===== src/rtl/bus_src_encoder.sv =====
// Registered N:CW bus-source encoder with strict/priority arbitration, idle/conflict flags and sticky error.
// Latency 1 cycle (sample at edge k, outputs valid after edge k); optional conflict_cnt under BUS_ENC_CONFLICT_CNT_EN.
// No back-pressure: one sample per enabled cycle; en=0 freezes outputs while err_clr is still honoured.
module bus_src_encoder #(
  parameter int N    = 24,
  parameter int CW   = 5,
  parameter int CNTW = 8
) (
  input  logic            clk,
  input  logic            clr,
  input  logic            en,
  input  logic            mode,
  input  logic [N-1:0]    src_req,
  input  logic            err_clr,
  output logic [CW-1:0]   code,
  output logic            code_vld,
  output logic            idle,
  output logic            conflict,
`ifdef BUS_ENC_CONFLICT_CNT_EN
  output logic [CNTW-1:0] conflict_cnt,
`endif
  output logic            conflict_sticky
);

  if (N < 2 || N > 32 || (2 ** CW) < N) begin : g_bad_param
    $fatal(1, "bus_src_encoder: illegal N/CW combination");
  end

  logic [N-1:0]  req_minus_one;
  logic          req_none;
  logic          req_one;
  logic          req_many;
  logic [CW-1:0] low_idx;
  logic          grant;
  logic          new_conflict;

  // Exactly one bit set iff clearing the lowest set bit leaves nothing.
  assign req_minus_one = src_req - {{(N-1){1'b0}}, 1'b1};
  assign req_none      = (src_req == '0);
  assign req_one       = !req_none && ((src_req & req_minus_one) == '0);
  assign req_many      = !req_none && !req_one;

  always_comb begin
    low_idx = '0;
    for (int i = N - 1; i >= 0; i--) begin
      if (src_req[i]) begin
        low_idx = CW'(i);
      end
    end
  end

  assign grant        = req_one || (req_many && mode);
  assign new_conflict = en && req_many;

  always_ff @(posedge clk) begin
    if (clr) begin
      code     <= '0;
      code_vld <= 1'b0;
      idle     <= 1'b1;
      conflict <= 1'b0;
    end else if (en) begin
      if (grant) begin
        code <= low_idx;
      end
      code_vld <= grant;
      idle     <= req_none;
      conflict <= req_many;
    end
  end

  // A conflict on the same edge as err_clr must survive the clear.
  always_ff @(posedge clk) begin
    if (clr) begin
      conflict_sticky <= 1'b0;
    end else begin
      conflict_sticky <= (conflict_sticky && !err_clr) || new_conflict;
    end
  end

`ifdef BUS_ENC_CONFLICT_CNT_EN
  always_ff @(posedge clk) begin
    if (clr) begin
      conflict_cnt <= '0;
    end else if (new_conflict) begin
      if (err_clr) begin
        conflict_cnt <= {{(CNTW-1){1'b0}}, 1'b1};
      end else if (conflict_cnt != '1) begin
        conflict_cnt <= conflict_cnt + 1'b1;
      end
    end else if (err_clr) begin
      conflict_cnt <= '0;
    end
  end
`endif

endmodule


===== config.mk =====
export PLATFORM = sky130hd
export DESIGN_NAME = bus_src_encoder
export DESIGN_NICKNAME = d
export VERILOG_FILES = /design/src/rtl/bus_src_encoder.sv
export SDC_FILE = /design/constraint.sdc
export NUM_CORES = 1
export LEC_CHECK = 0
export CAP_MARGIN = 30
export CORE_AREA = 2 2 51 53
export CTS_BUF_LIST = sky130_fd_sc_hd__clkbuf_2
export DETAILED_ROUTE_END_ITERATION = 16
export DIE_AREA = 0 0 53 55
export HOLD_SLACK_MARGIN = 0.08
export PLACE_DENSITY_LB_ADDON = 0.05
export RECOVER_POWER = 100
export SKIP_LAST_GASP = 1
export SLEW_MARGIN = 0
export SYNTH_ARGS = -nofsm -noshare
export SYNTH_HDL_FRONTEND = slang
export SYNTH_SLANG_ARGS = --single-unit

===== constraint.sdc =====
create_clock -name clk -period 3.6 [get_ports clk]
set_input_delay 0.54 -clock clk [delete_from_list [all_inputs] [get_ports clk]]
set_output_delay 0.54 -clock clk [all_outputs]
set_load 0.05 [all_outputs]

# Yosys cells after proc, flatten, opt, wreduce, memory -nomap -nowiden
# Index checks and enable logic that the tools add are counted.
# word_totals
elab_cells	44
inputBits	29
regBits	9
# op_classes
reduce_logical	13
bitwise	1
addsub	1
mux	24
# op_table
cell	n
$mux 5	24
$logic_not 24->1	2
$and 24x24->24	1
$sub 24x1->24 const B	1
$logic_and 1x1->1	5
$logic_not 1->1	3
$logic_or 1x1->1	2
$reduce_and 2->1	1

# Logic depth before layout (Yosys ltp)
# depth
word_depth	24
depth_mapped	9
ltp_nobuf	7

# Least setup slack after synthesis
# No wires, ideal clock.
# synth_timing
path_kind	in2reg
startpoint	in src_req[1]
endpoint	reg code[3]
path_stages	9
arrival_ps	2905
slack_ps	573
setup_ps	121
path_cell_list	buf_6 > or4_4 > or4_1 > maj3_2 > nor4_4 > a31oi_1 > or2_0 > buf_6 > mux2_4
# synth_between
elab_chain_cells	9
word_cells_on_any_way	13
classes_between	1 x add/sub; 2 x mux; 1 x bitwise; 9 x reduce/logical
# synth_rtl
item	line_no	text
start, declared	13	input logic [N-1:0] src_req,
$sub 24x1->24	38	assign req_minus_one = src_req - {{(N-1){1'b0}}, 1'b1};
$and 24x24->24	40	assign req_one = !req_none && ((src_req & req_minus_one) == '0);
$logic_not 24->1	40	
$logic_and 1x1->1	40	
$logic_not 1->1	41	assign req_many = !req_none && !req_one;
$logic_and 1x1->1	41	
$logic_and 1x1->1	52	assign grant = req_one || (req_many && mode);
$logic_or 1x1->1	52	
$reduce_and 2->1 (no line)	-	
end signal, assigned	63	code <= low_idx;
end, declared	15	output logic [CW-1:0] code,
# Several ways; a longest one is shown, not always the timed one.
# A chain may end at the register's enable or synchronous reset.

# Final worst setup path
# layout_timing
startpoint	in src_req[3]
endpoint	reg code[0]
# Same word-level chain as after synthesis.

==> metrics.md <==
| Metric | Value |
|---|---|
| # IOs | 38 |
| FF-to-FF path depth | 2 |
| Pwr/cell area | 204 nW/µm² |
| Critical Path Max Stage Delay | 0.55 ns |
| Total Power | 0.283 mW |
| Hold path start | code_vld |
| Largest net degree at the start of global routing | 15 |
| Setup Viol. Count Final | 0 |
| Number of enable flip-flop cells after synthesis | 0 |
| Worst Hold Depth | 2 |
| Post-Layout Inst Area | 1390 µm² |
| First-pass GRT wire length | 4.56 mm |
| Crit path depth | 8 |
| Hold Buf Count CTS | 0 |
| Ys Warns | 0 |
| Fin nets | 199 |
| Crit path cell chain | clkdlybuf4s50_1 > or4_1 > or4_1 > maj3_1 > nor4_4 > a31oi_1 > or2_0 > o41ai_1 |
| Placed cell area | 1400 µm² |
| Seq/Total Area, Yosys | 19.8% |
| Max-slew violation count | 0 |
| Die Height | 55 µm |
| Grt ovf | 0 |
| Unique masters post-synth | 41 |
| Met3 usage | 4.30% |
| CP Buf/Inv Count | 1 |
| Clock latency on the worst-skew pair | 0.24 ns |
| Area delta synth->final | 52.1% |
| CTS buffer count | 3 |
| Worst Max-Slew Pin Slew | 0.509 ns |
| Crit-path slowest cell | or4_1 |
| GPL Wtd Cong | 0.936 |
| Vias in the first global route | 1045 |
| Worst R2R Start | code[3] |
| Clock Path Buffers | 2 |
| Post-synth ARST share | 0% |
| CP Max Fanout | 6 |
| Fin crit period | 3.30 ns |
| Via density | 5.73 |
| Commonest cells in the netlist | a21oi_1 (10), nor2_1 (10), dfxtp_1 (9) |
| Total Routing Usage GR | 21.2% |
| Die width | 53 µm |
| Total negative setup slack | 0 ns |
| Final Util | 58.7% |
| Commonest register cell after synthesis | dfxtp_1 |
| Crit. End Element | flop |
| DRC | 0 |
| H-tree levels | 1 |
| Final hold violation count | 0 |
| Largest cells by area after synthesis | dfxtp_1 (20%), a21oi_1 (5.5%), o41ai_2 (5.3%), o31ai_1 (4.9%), nor2_1 (4.1%) |
| Worst EP arrival | 3.44 ns |
| Worst slew margin | 66.0% |
| Post-CTS Resized | 0 |
| Tcrit/Tclk final | 91.7% |
| Iter 0 DRT Violations | 14 |
| Most Frequent Cell on Critical Path | or4_1 |
| Hold Crit Class | reg -> reg |
| Syn Nets | 146 |
| Kind of critical path | in -> reg |
| CP required | 3.73 ns |
| Die area | 2920 µm² |
| Root Buffer | clkbuf_2 |
| Maxcap violations | 0 |
| DR WL/cell | 14.5 µm |
| Synthesized area | 912 µm² |
| Syn Area/Cell | 7.80 µm² |
| Top-area cell type share of the netlist area | 19.8% |
| # rows | 18 |
| Setup Fix Bufs, Post-CTS | 0 |
| CTS tree | built |
| CP delay by family, top | simple AND/OR/NAND/NOR gates |
| CTS clk-pin slew, worst paths | 0.09 ns |
| DP HPWL | 2.33 mm |
| CTS Sinks | 9 |
| VDD IR max | 0.000262 V |
| RSZ-0062 raised after global routing | false |
| I/O Buffers | 37 |
| Max Freq | 303 MHz |
| R2R Setup Slk | 2.79 ns |
| Clk_skew | 0 ns |
| Routed wire length | 2.89 mm |
| Grt peak-use layer | met2 |
| Area of the core | 2360 µm² |
| Synth area leader | dfxtp_1 |
| Initial antenna violation count | 0 |
| Via count | 1140 |
| DR pass1 iterations | 4 |
| Global Route met1 Usage | 25.6% |
| Yosys reg bits | 9 |
| Layout cells sized above 1 | 14.8% |
| Status | finished, final reports clean |
| RR Endpoint | code[3] |
| # diodes | 0 |
| Leak pwr | 0.522 nW |
| Hold endpoint | code_vld |
| Initial Util | 38.6% |
| Crit start category | primary input |
| Final ANT Viol Nets | 0 |
| Cells after Synth | 117 |
| Met2 usage | 39.4% |
where the power goes:
part / internal [mW] / leakage, nW / switching [mW]
clock network: 0.0295 / 0.0166 / 0.0328
logic: 0.0557 / 0.431 / 0.0602
registers: 0.103 / 0.0738 / 0.00161
total: 0.188 / 0.522 / 0.0946
flip-flops by register name (all words and copies together), names as in the netlist:
signal,count
code_vld,1
conflict,1
code,5
idle,1
conflict_sticky,1
how the worst max path moves through the flow:
stage	start	end	slack (ns)
after floorplan	src_req[1]	code[3]	0.57
after global placement	src_req[3]	code[3]	0.16
after detailed placement	src_req[3]	code[3]	0.08
after CTS	src_req[3]	code[3]	0.34
after global routing	src_req[3]	code[0]	0.17
final	src_req[3]	code[0]	0.30
worst reg2reg max path, cell delays in order, from the launching register on:
cell and delay [ns]:
dfxtp_1 0.31, nor2b_1 0.12, mux2_2 0.27
stage by stage:
stage                     hold WS, ns  setup slack [ns]  instances
after floorplan                 0.677             0.573        117
after global placement          0.461             0.157        195
after detailed placement        0.468            0.0834        195
after CTS                       0.481             0.342        199
after global routing            0.507             0.171        199
final                           0.473             0.299        199
cells in the final DEF (no fill, tap or decap), types with 2 or more instances in the layout:
cell type	count
a211oi_1	4
a21oi_1	10
a31oi_1	3
buf_4	14
clkbuf_2	4
clkdlybuf4s50_1	28
dfxtp_1	9
dlygate4sd3_1	9
inv_1	6
maj3_1	2
nand2_1	5
nand2b_1	4
nand3_1	2
nand4_1	2
nor2_1	10
nor2b_1	5
nor3_1	5
nor4_1	3
nor4_2	3
o21ai_0	7
o21bai_1	2
o31ai_1	6
o41ai_1	3
or3_1	2
or4_1	4
layer usage:
metal	routed length (µm)	vias to the layer above
li1	-	571
met4	44	0
met2	1390	30
met5	0	-
met3	128	4
met1	1320	535
area by class of cell:
cell class | instances | area, µm²
fillers | 243 | 977
multi-input cells | 98 | 648
repair buffers | 52 | 479
flip-flops and latches | 9 | 180
well taps | 30 | 37.5
inverters | 6 | 22.5
clock buffers | 4 | 20.0
logic make-up after synthesis:
logic type / Yosys count / synth area share (%)
adders and majority gates: 2 / 2.33
and+or+nand+nor: 48 / 32.5
muxes: 1 / 1.65
buffers and inverters: 10 / 5.76
DFF: 9 / 19.8
AOI/OAI and AO/OA: 47 / 38.0
Power figures use the tool's default switching activity.
